===== src/rtl/ctx_mem_pkg.sv =====
// rtl/ctx_mem_pkg.sv - shared widths and request entry type for the context memory bridge
package ctx_mem_pkg;

  localparam int CTX_MEM_AW = 32;
  localparam int CTX_MEM_DW = 32;

  typedef struct packed {
    logic                  we;
    logic [CTX_MEM_AW-1:0] addr;
    logic [CTX_MEM_DW-1:0] wdata;
  } ctx_mem_req_t;

endpackage


===== src/rtl/ctx_mem_fifo.sv =====
// rtl/ctx_mem_fifo.sv - synchronous request FIFO, power-of-two depth, generic entry type
module ctx_mem_fifo #(
  parameter int  DEPTH = 4,
  parameter type T     = logic [7:0]
) (
  input  logic clk_i,
  input  logic rst_ni,
  input  logic push_i,
  input  T     push_data_i,
  input  logic pop_i,
  output T     head_o,
  output logic empty_o,
  output logic full_o
);

  localparam int PW = $clog2(DEPTH);
  localparam int CW = PW + 1;
  localparam logic [CW-1:0] DEPTH_C = CW'(DEPTH);

  T              mem [DEPTH];
  logic [PW-1:0] wr_ptr;
  logic [PW-1:0] rd_ptr;
  logic [CW-1:0] count;
  logic          do_push;
  logic          do_pop;

  assign empty_o = (count == '0);
  assign full_o  = (count == DEPTH_C);
  assign head_o  = mem[rd_ptr];
  assign do_pop  = pop_i && !empty_o;
  // A full FIFO still accepts a push when the head leaves in the same cycle.
  assign do_push = push_i && (!full_o || do_pop);

  always_ff @(posedge clk_i or negedge rst_ni) begin
    if (!rst_ni) begin
      wr_ptr <= '0;
      rd_ptr <= '0;
      count  <= '0;
    end else begin
      if (do_push) wr_ptr <= wr_ptr + PW'(1);
      if (do_pop)  rd_ptr <= rd_ptr + PW'(1);
      count <= count + CW'(do_push) - CW'(do_pop);
    end
  end

  always_ff @(posedge clk_i) begin
    if (do_push) mem[wr_ptr] <= push_data_i;
  end

endmodule


===== src/rtl/ctx_mem_bridge.sv =====
// rtl/ctx_mem_bridge.sv - RTOS context read/write requests to OBI master; CTX_MEM_BRIDGE_PERF_EN adds grant counters
module ctx_mem_bridge
  import ctx_mem_pkg::*;
#(
  parameter int FIFO_DEPTH      = 4,
  parameter int MAX_OUTSTANDING = 2
) (
  input  logic                  clk_i,
  input  logic                  rst_ni,
  input  logic                  ctx_mem_wr_en_i,
  input  logic [CTX_MEM_AW-1:0] ctx_mem_wr_addr_i,
  input  logic [CTX_MEM_DW-1:0] ctx_mem_wr_data_i,
  input  logic                  ctx_mem_rd_rq_valid_i,
  input  logic [CTX_MEM_AW-1:0] ctx_mem_rd_rq_addr_i,
  output logic                  ctx_mem_rd_resp_valid_o,
  output logic [CTX_MEM_DW-1:0] ctx_mem_rd_data_o,
  output logic                  mem_req_o,
  input  logic                  mem_gnt_i,
  output logic                  mem_we_o,
  output logic [3:0]            mem_be_o,
  output logic [CTX_MEM_AW-1:0] mem_addr_o,
  output logic [CTX_MEM_DW-1:0] mem_wdata_o,
  input  logic                  mem_rvalid_i,
  input  logic [CTX_MEM_DW-1:0] mem_rdata_i,
  output logic                  idle_o,
`ifdef CTX_MEM_BRIDGE_PERF_EN
  output logic                  overflow_o,
  output logic [31:0]           perf_wr_cnt_o,
  output logic [31:0]           perf_rd_cnt_o
`else
  output logic                  overflow_o
`endif
);

  localparam logic [2:0] MAX_OS = 3'(MAX_OUTSTANDING);

  ctx_mem_req_t push_data;
  ctx_mem_req_t head;
  logic         push_valid;
  logic         fifo_full;
  logic         fifo_empty;
  logic         grant;
  logic         rv_ok;
  logic         tag_is_read;
  logic [2:0]   outstanding;
  logic [7:0]   tag_q;
  logic [2:0]   tag_wr;
  logic [2:0]   tag_rd;

  // A read wins over a simultaneous write; the write is lost and flagged.
  always_comb begin
    push_data = '0;
    if (ctx_mem_rd_rq_valid_i) begin
      push_data.we   = 1'b0;
      push_data.addr = ctx_mem_rd_rq_addr_i;
    end else begin
      push_data.we    = 1'b1;
      push_data.addr  = ctx_mem_wr_addr_i;
      push_data.wdata = ctx_mem_wr_data_i;
    end
  end

  assign push_valid = ctx_mem_rd_rq_valid_i || ctx_mem_wr_en_i;

  ctx_mem_fifo #(
    .DEPTH (FIFO_DEPTH),
    .T     (ctx_mem_req_t)
  ) u_fifo (
    .clk_i       (clk_i),
    .rst_ni      (rst_ni),
    .push_i      (push_valid),
    .push_data_i (push_data),
    .pop_i       (grant),
    .head_o      (head),
    .empty_o     (fifo_empty),
    .full_o      (fifo_full)
  );

  assign mem_req_o   = !fifo_empty && (outstanding < MAX_OS);
  assign mem_we_o    = head.we;
  assign mem_addr_o  = head.addr;
  assign mem_wdata_o = head.wdata;
  assign mem_be_o    = 4'hF;

  assign grant       = mem_req_o && mem_gnt_i;
  // Stray rvalids with nothing in flight never touch the tag queue.
  assign rv_ok       = mem_rvalid_i && (outstanding != 3'd0);
  assign tag_is_read = !tag_q[tag_rd];

  assign idle_o = fifo_empty && (outstanding == 3'd0) && !ctx_mem_rd_resp_valid_o;

  always_ff @(posedge clk_i or negedge rst_ni) begin
    if (!rst_ni) begin
      outstanding             <= '0;
      tag_q                   <= '0;
      tag_wr                  <= '0;
      tag_rd                  <= '0;
      ctx_mem_rd_resp_valid_o <= 1'b0;
      ctx_mem_rd_data_o       <= '0;
      overflow_o              <= 1'b0;
    end else begin
      case ({grant, rv_ok})
        2'b10:   outstanding <= outstanding + 3'd1;
        2'b01:   outstanding <= outstanding - 3'd1;
        default: outstanding <= outstanding;
      endcase
      if (grant) begin
        tag_q[tag_wr] <= head.we;
        tag_wr        <= tag_wr + 3'd1;
      end
      if (rv_ok) tag_rd <= tag_rd + 3'd1;
      ctx_mem_rd_resp_valid_o <= rv_ok && tag_is_read;
      if (rv_ok && tag_is_read) ctx_mem_rd_data_o <= mem_rdata_i;
      if ((ctx_mem_rd_rq_valid_i && ctx_mem_wr_en_i) || (push_valid && fifo_full && !grant))
        overflow_o <= 1'b1;
    end
  end

`ifdef CTX_MEM_BRIDGE_PERF_EN
  always_ff @(posedge clk_i or negedge rst_ni) begin
    if (!rst_ni) begin
      perf_wr_cnt_o <= '0;
      perf_rd_cnt_o <= '0;
    end else if (grant) begin
      if (head.we) perf_wr_cnt_o <= perf_wr_cnt_o + 32'd1;
      else         perf_rd_cnt_o <= perf_rd_cnt_o + 32'd1;
    end
  end
`endif

endmodule


===== config.mk =====
export PLATFORM = sky130hd
export DESIGN_NAME = ctx_mem_bridge
export DESIGN_NICKNAME = d
export VERILOG_FILES = /design/src/rtl/ctx_mem_pkg.sv /design/src/rtl/ctx_mem_fifo.sv /design/src/rtl/ctx_mem_bridge.sv
export SDC_FILE = /design/constraint.sdc
export NUM_CORES = 1
export LEC_CHECK = 0
export CAP_MARGIN = 20
export CORE_MARGIN = 5
export CORE_UTILIZATION = 48
export CTS_BUF_LIST = sky130_fd_sc_hd__clkbuf_16
export DETAILED_ROUTE_END_ITERATION = 10
export HOLD_SLACK_MARGIN = 0.06
export PLACE_DENSITY_LB_ADDON = 0.08
export SYNTH_ARGS = -nofsm -noshare
export SYNTH_HDL_FRONTEND = slang
export SYNTH_HIERARCHICAL = 1
export SYNTH_SLANG_ARGS = --single-unit

===== constraint.sdc =====
create_clock -name clk_i -period 3.59 [get_ports clk_i]
set_input_delay 0.718 -clock clk_i [delete_from_list [all_inputs] [get_ports clk_i]]
set_output_delay 0.718 -clock clk_i [all_outputs]
set_load 0.1 [all_outputs]

==> results of run 1 <==
==> area by class of cell <==
class / count / share of cell area
antenna: 1 / 0.000152
timing repair buffer: 250 / 0.147
clock buffer: 35 / 0.0533
sequential: 318 / 0.564
tap: 335 / 0.0255
multi-input combinational: 241 / 0.195
clock inverter: 24 / 0.0114
inverter: 11 / 0.00251
==> stage by stage <==
step / cell area [um^2] / cells / util / worst slack, ps
2_1_floorplan: 12800 / 602 / - / 305
3_3_place_gp: 15400 / 1155 / 0.588 / 653
3_5_place_dp: 15400 / 1155 / 0.588 / 646
4_1_cts: 16400 / 1214 / 0.628 / 447
5_1_grt: 16400 / 1215 / 0.629 / 371
6_report: 16400 / 1215 / 0.629 / 527
==> cells by family after synthesis <==
kind of cell    count (synthesis)
xor+xnor                       12
mux                           145
buf+inv                        43
other cells                     1
compound gates                  6
flops                         318
simple gates                   64
fa+ha+maj                      10
==> metal layers <==
layer / routed length [um] / up-vias / share of wire / global-route usage
met2: 13300 / 192 / 0.53 / 0.292
met5: 0 / - / 0 / 0
met3: 1650 / 29 / 0.065 / 0.0456
li1: - / 2877 / - / -
met1: 9990 / 3231 / 0.39 / 0.214
met4: 317 / 0 / 0.013 / 0.0366
==> registers in the layout, summed over array words and instances (netlist names), 3 cells and up <==
signal / flops
tag_q: 8
outstanding: 3
u_fifo/count: 3
tag_wr: 3
tag_rd: 3
ctx_mem_rd_data_o: 32
u_fifo/mem: 260
==> how the worst max path moves through the flow <==
stage / start / end / slack (ps) / cells past startpoint
3_5_place_dp: mem_gnt_i / u_fifo/mem[1][22] / 650 / 6
6_report: u_fifo/rd_ptr[0] / mem_addr_o[1] / 530 / 3
2_1_floorplan: u_fifo/count[1] / mem_req_o / 310 / 2
5_1_grt: u_fifo/rd_ptr[0] / mem_addr_o[1] / 370 / 3
4_1_cts: u_fifo/rd_ptr[0] / mem_addr_o[1] / 450 / 3
3_3_place_gp: mem_gnt_i / u_fifo/mem[1][29] / 650 / 6
==> layout by cell type, fill, tap and decap left out, types with 8 or more instances in the layout <==
| cell type | Yosys | final |
|---|---|---|
| nor2b_1 | 32 | 32 |
| mux2_4 | 29 | 29 |
| clkinv_2 | 0 | 8 |
| clkdlybuf4s50_1 | 0 | 165 |
| buf_4 | 7 | 72 |
| inv_1 | 11 | 20 |
| edfxtp_1 | 260 | 260 |
| mux2_2 | 45 | 45 |
| buf_12 | 7 | 11 |
| ha_1 | 8 | 8 |
| clkbuf_16 | 0 | 35 |
| dfrtp_1 | 58 | 56 |
| mux4_2 | 66 | 66 |
==> worst max-delay path: cells and delay by family (launching register included) <==
family,cells,cell delay [ps]
mux,1,580
buf+inv,2,540
flops,1,720
==> out/metrics.cfg, run 1 <==
[clock_tree]
numCtsBuffers = 35
cts_sinks = 318
path_clk_slew_ps = 50
post_cts_buffers = 0
clockRootBuffer = clkbuf_16
cts-htree-levels = 2
cts_resized = 0
cts_buffer_depth = 3
clk-insertion-delay-late_ps = 500
tritoncts = done
cts_hold_repair.buffers = 0

[worst_setup_path]
reg2reg_depth = 10
cp-end-kind = primary output
r2r_end = outstanding[2]
path_cells = buf_12, mux4_2, buf_4
rrSetupSlack_ps = 1100
reg2reg_from = u_fifo/count[1]
start_kind = flop
max_stage_delay_ps = 720
cp.required_ps = 2870
cp.arrival_ps = 2350
cp_slowest_cell = dfrtp_4
cp_max_fo = 23
crit_type = flop to primary output

[timing]
setup_viol = 0
maxSlewViolCount = 0
worstMarginPinSlew_ps = 995
whs_ps = 177
relSlewSlack = 0.334
fin_crit_ps = 3060
fin_skew_ps = 16.1
fin_crit_sh = 0.853
tns_ps = 0
rsz0062_at_grt = no
hold_viol = 0
max_freq_mhz = 326

[route]
vias_per_cell = 5.21
drc = 0
wl_um = 25300
ant_nets = 0
drt_first_pass_iters = 4
vias = 6329
routedWlPerCell_um = 20.8
drt_iter0_drc = 405

[yosys]
synth_most_common_cell = edfxtp_1
synth_area_leader_cell = edfxtp_1
synth_edf_count = 260
synth_top_family_by_area = multiplexers
synthTopCellsByCount = edfxtp_1, mux4_2, dfrtp_1, mux2_2, nor2b_1
yosysTopAreaCellShare = 0.612
synth_compound_area_frac = 0.00412
synth_cell_type_count = 36
synth_simple_gate_area_share = 0.0316
yosys-mux-area-fraction = 0.194
async_flop_share = 0.182
synth_area_leaders = edfxtp_1, mux4_2, dfrtp_1
synth-seq-area-share = 0.725
yosys_warnings = 6
yosys_most_used_dff = edfxtp_1
syn_area_um2 = 12800
syn_inst = 599
synth-xor-area-share = 0.00823
synth_fa_ha_area_frac = 0.0110
postSynthAreaPerCell_um2 = 21.3
synth_seq_cells = 318

[placed_design]
io_buffers = 234
hpwl_um = 16700
place_congestion = 0.730

[cells_and_area]
fillerInstances = 1866
multi_input_area_um2 = 3210
fin_nets = 1001
area_delta_synth_final_pct = 28.6
regArea_um2 = 9270
drive_above_1_share = 0.328

[grt]
grt_usage = 0.168
grt_pass1_wl_um = 39800
antenna_found_initial = 1
grt_pass1_vias = 7129
grt_overflow_total = 0
grt_max_degree = 67

[floorplanning]
core_area_um2 = 26100
die_area_um2 = 30000
rows = 59
die_y_um = 173
ios = 239
dieWidth_um = 173
start_util = 0.489

[outcome]
outcome = finished, final reports clean

[worst_hold_path]
min_path_type = input pin to async pin

[flow_run]
drv_cap = 0

Power of run 1 is not shown: default switching activity piles up to over one toggle a cycle in this logic, so the estimate is an artifact.
==> run 2, diff against run 1 <==
==> constraint.sdc (replaced) <==
create_clock -name clk_i -period 3 [get_ports clk_i]
set_input_delay 0.6 -clock clk_i [delete_from_list [all_inputs] [get_ports clk_i]]
set_output_delay 0.6 -clock clk_i [all_outputs]
set_load 0.1 [all_outputs]
==> out/metrics.cfg, run 2 (synthesis gave the netlist of run 1 again) <==
[cells_and_area]
largestRegisters = u_fifo/mem (260), ctx_mem_rd_data_o (32), tag_q (8)
area_delta_synth_final_pct = 34.2
drive_above_1_share = 0.359
fillerInstances = 1816
largest_reg_flops = 260
mostFrequentLayoutCell = edfxtp_1
final_cell_mix = edfxtp_1, clkdlybuf4s50_1, buf_12, mux4_2, dfrtp_1
fin_nets = 1002
top_register = u_fifo/mem

[worst_setup_path]
max_stage_delay_ps = 620
cp_max_fo = 15
rrSetupSlack_ps = 450
crit_type = flop to primary output
reg2reg_depth = 10
reg2reg_from = u_fifo/count[2]
cp-end-kind = primary output
cp.arrival_ps = 2200
start_kind = flop
path_cells = buf_4, mux4_2, buf_12
r2r_end = outstanding[2]
cp.required_ps = 2400
cp_slowest_cell = dfrtp_4

[clock_tree]
tritoncts = done
cts_hold_repair.buffers = 0
clk-insertion-delay-late_ps = 490
clockRootBuffer = clkbuf_16
cts_resized = 0
cts_sinks = 318
numCtsBuffers = 34
post_cts_buffers = 0
path_clk_slew_ps = 60
cts-htree-levels = 2
cts_buffer_depth = 3

[route]
routedWlPerCell_um = 20.9
drt_first_pass_iters = 4
drt_iter0_drc = 334
vias = 6369
vias_per_cell = 5.22
drc = 0
ant_nets = 0
wl_um = 25500

[outcome]
outcome = finished, final reports clean

[grt]
grt.busiest_layer = met2
use_met2 = 0.303
grt_usage = 0.168
grt_max_degree = 67
grt_pass1_vias = 7266
grt_overflow_total = 0
grtUsageMet3 = 0.0349
met1_usage = 0.210
grt_pass1_wl_um = 40000
antenna_found_initial = 1

[timing]
relSlewSlack = 0.494
tns_ps = 0
fin_skew_ps = 23.0
setup_viol = 0
worstMarginPinSlew_ps = 760
hold_viol = 0
rsz0062_at_grt = no
fin_crit_sh = 0.934
fin_crit_ps = 2800
maxSlewViolCount = 0
max_freq_mhz = 357

[floorplanning]
rows = 59
start_util = 0.489
core_area_um2 = 26100
dieWidth_um = 173
die_area_um2 = 30000
ios = 239
die_y_um = 173

[placed_design]
hpwl_um = 16900
place_congestion = 0.729
io_buffers = 234

[flow_run]
drv_cap = 0

[worst_hold_path]
min_path_type = input pin to async pin

run 2: metal layers:
layer	routed length, um	part of all wire
met2	13700	0.54
met1	10000	0.39
met3	1340	0.052
met5	0	0
met4	422	0.017
run 2: cell type report:
cell class / count / area (um^2) / area share
diodes: 1 / 2.50 / 0.000146
well taps: 335 / 419 / 0.0245
repair buffers: 252 / 3200 / 0.187
multi-input cells: 241 / 3210 / 0.188
flip-flops and latches: 318 / 9270 / 0.541
clock inverters: 26 / 114 / 0.00664
clock buffers: 35 / 876 / 0.0511
inverters: 11 / 41.3 / 0.00241
run 2: worst max path at each step:
stage                          start          endpoint  slack (ps)  cells after the start
3_5_place_dp               mem_gnt_i   u_fifo/count[1]         230                      7
6_report            u_fifo/rd_ptr[0]   mem_wdata_o[24]         200                      3
2_1_floorplan  ctx_mem_rd_rq_valid_i  u_fifo/mem[0][0]          90                      5
5_1_grt             u_fifo/rd_ptr[0]   mem_wdata_o[24]          80                      3
3_3_place_gp               mem_gnt_i   u_fifo/count[1]         290                      7
4_1_cts             u_fifo/rd_ptr[0]   mem_wdata_o[24]         130                      3
run 2: stage by stage:
stage	cell area (um^2)	util	setup WS, ps	cells	hold WS, ps
CTS	17100	0.656	128	1218	180
global route	17100	0.656	78.1	1219	215
detailed placement	16100	0.618	233	1157	492
finish	17100	0.656	199	1219	179
floorplan	12800	-	88.9	602	304
global placement	16100	0.618	289	1157	478
run 2: worst max-delay path: cells and delay by family, from the launching register on:
kind,cells,cell delay (ps)
buffers and inverters,2,510
muxes,1,580
DFF,1,620
Power of run 2 is left out for the same reason.
==> run 3, diff against run 2 <==
--- a/config.mk
+++ b/config.mk
@@ -11,7 +11,7 @@
 export CTS_BUF_LIST = sky130_fd_sc_hd__clkbuf_16
 export DETAILED_ROUTE_END_ITERATION = 10
 export HOLD_SLACK_MARGIN = 0.06
-export PLACE_DENSITY_LB_ADDON = 0.08
+export PLACE_DENSITY = 0.73
 export SYNTH_ARGS = -nofsm -noshare
 export SYNTH_HDL_FRONTEND = slang
 export SYNTH_HIERARCHICAL = 1
==> out/metrics.cfg, run 3 (synthesis gave the netlist of run 1 again) <==
[route]
wl_um = 26500
drt_iter0_drc = 436
ant_nets = 0
vias = 6423
routedWlPerCell_um = 21.7
vias_per_cell = 5.26
drc = 0
drt_first_pass_iters = 4

[worst_setup_path]
crit_family = flip-flops
reg2reg_depth = 8
crit_buf_inv = 2
rrSetupSlack_ps = 530
cp.arrival_ps = 2270
crit_type = flop to primary output
r2r_end = u_fifo/count[2]
path_cells = buf_4, mux4_2, buf_12
max_stage_delay_ps = 800
crit_end = mem_wdata_o[28]
start_kind = flop
crit_start = u_fifo/rd_ptr[1]
cp-end-kind = primary output
cp_slowest_cell = dfrtp_4
path_depth = 3
reg2reg_from = u_fifo/count[1]
cp_max_fo = 39
cp.required_ps = 2400

[grt]
grt_usage = 0.174
grt_overflow_total = 0
grt_pass1_wl_um = 41500
antenna_found_initial = 0
grt_pass1_vias = 7225
grt_max_degree = 67

[cells_and_area]
fin_nets = 1006
final_cell_count_no_fill = 1222
area_delta_synth_final_pct = 34.8
n_antenna_cell = 0
final_cell_mix = edfxtp_1, clkdlybuf4s50_1, buf_12, mux4_2, dfrtp_1
drive_above_1_share = 0.370
fillerInstances = 1722
top_register = u_fifo/mem
mostFrequentLayoutCell = edfxtp_1
largestRegisters = u_fifo/mem (260), ctx_mem_rd_data_o (32), tag_q (8)
largest_reg_flops = 260

[clock_tree]
cts-htree-levels = 1
cts_resized = 0
path_clk_slew_ps = 60
cts_buffer_depth = 3
clk-insertion-delay-late_ps = 550
clockRootBuffer = clkbuf_16
tritoncts = done
cts_sinks = 318
numCtsBuffers = 31

[worst_hold_path]
min_path_type = flop to flop

[timing]
rsz0062_at_grt = no
worstMarginPinSlew_ps = 603
fin_crit_ps = 2870
whs_ps = 490
tns_ps = 0
maxSlewViolCount = 0
relSlewSlack = 0.598
setup_viol = 0
fin_crit_sh = 0.955
fin_skew_ps = 17.8
hold_viol = 0
max_freq_mhz = 349

[floorplanning]
core_area_um2 = 26100
rows = 59
die_y_um = 173
ios = 239
start_util = 0.489
die_area_um2 = 30000
dieWidth_um = 173

[placed_design]
io_buffers = 234
place_congestion = 0.732
placed_cells = 1159
hpwl_um = 17800

[flow_run]
drv_cap = 0

[outcome]
outcome = finished, final reports clean

run 3: cell types whose count changed in the layout (fill, tap and decap cells not counted), sizes merged:
cell | previous run | this run
diode | 1 | 0
clkinv | 13 | 12
clkinvlp | 0 | 1
clkbuf | 35 | 31
inv | 24 | 20
bufinv | 0 | 5
dlygate4sd3 | 0 | 1
buf | 121 | 127
run 3: worst min-delay path by stage:
stage / cells past startpoint / start / endpoint
after global routing: 1 / overflow_o / overflow_o
after detailed placement: 1 / overflow_o / overflow_o
after CTS: 1 / tag_rd[2] / tag_rd[2]
after floorplan: 0 / rst_ni / ctx_mem_rd_data_o[0]
after global placement: 1 / overflow_o / overflow_o
final: 1 / tag_rd[2] / tag_rd[2]
run 3: routing by layer:
| layer | GRT usage | wire length, um | vias to the layer above |
|---|---|---|---|
| li1 | - | - | 2884 |
| met1 | 0.226 | 10500 | 3297 |
| met2 | 0.310 | 14000 | 207 |
| met3 | 0.0354 | 1610 | 35 |
| met4 | 0.0343 | 409 | 0 |
| met5 | 0 | 0 | - |
run 3: final cells by class:
cell class	instances	area [um^2]	share of cell area
clock inverter	27	258	0.0150
inverter	11	41.3	0.00240
multi-input combinational	241	3210	0.187
clock buffer	31	776	0.0451
sequential	318	9270	0.538
timing repair buffer	259	3230	0.188
tap	335	419	0.0244
run 3: worst reg2reg max path: stages (launching register included):
cell,delay [ps]
dfrtp_1,450
nor3_1,500
nor4b_4,120
o31ai_2,130
or2_2,200
a21bo_2,220
ha_1,190
fa_1,410
xnor2_1,140
run 3: metrics by stage:
step,util,setup WS [ps],area [um^2]
3_3_place_gp,0.617,258,16100
5_1_grt,0.658,70.6,17200
2_1_floorplan,-,88.9,12800
6_report,0.658,135,17200
4_1_cts,0.657,24.2,17200
3_5_place_dp,0.617,180,16100
run 3: repair_timing:
item | in CTS | in global routing
setup endpoints to repair | 0 | 39
hold buffers | 1 | 0
setup buffers | 0 | 4
endpoints found under the hold margin | 22 | 0
Power of run 3 is left out for the same reason.
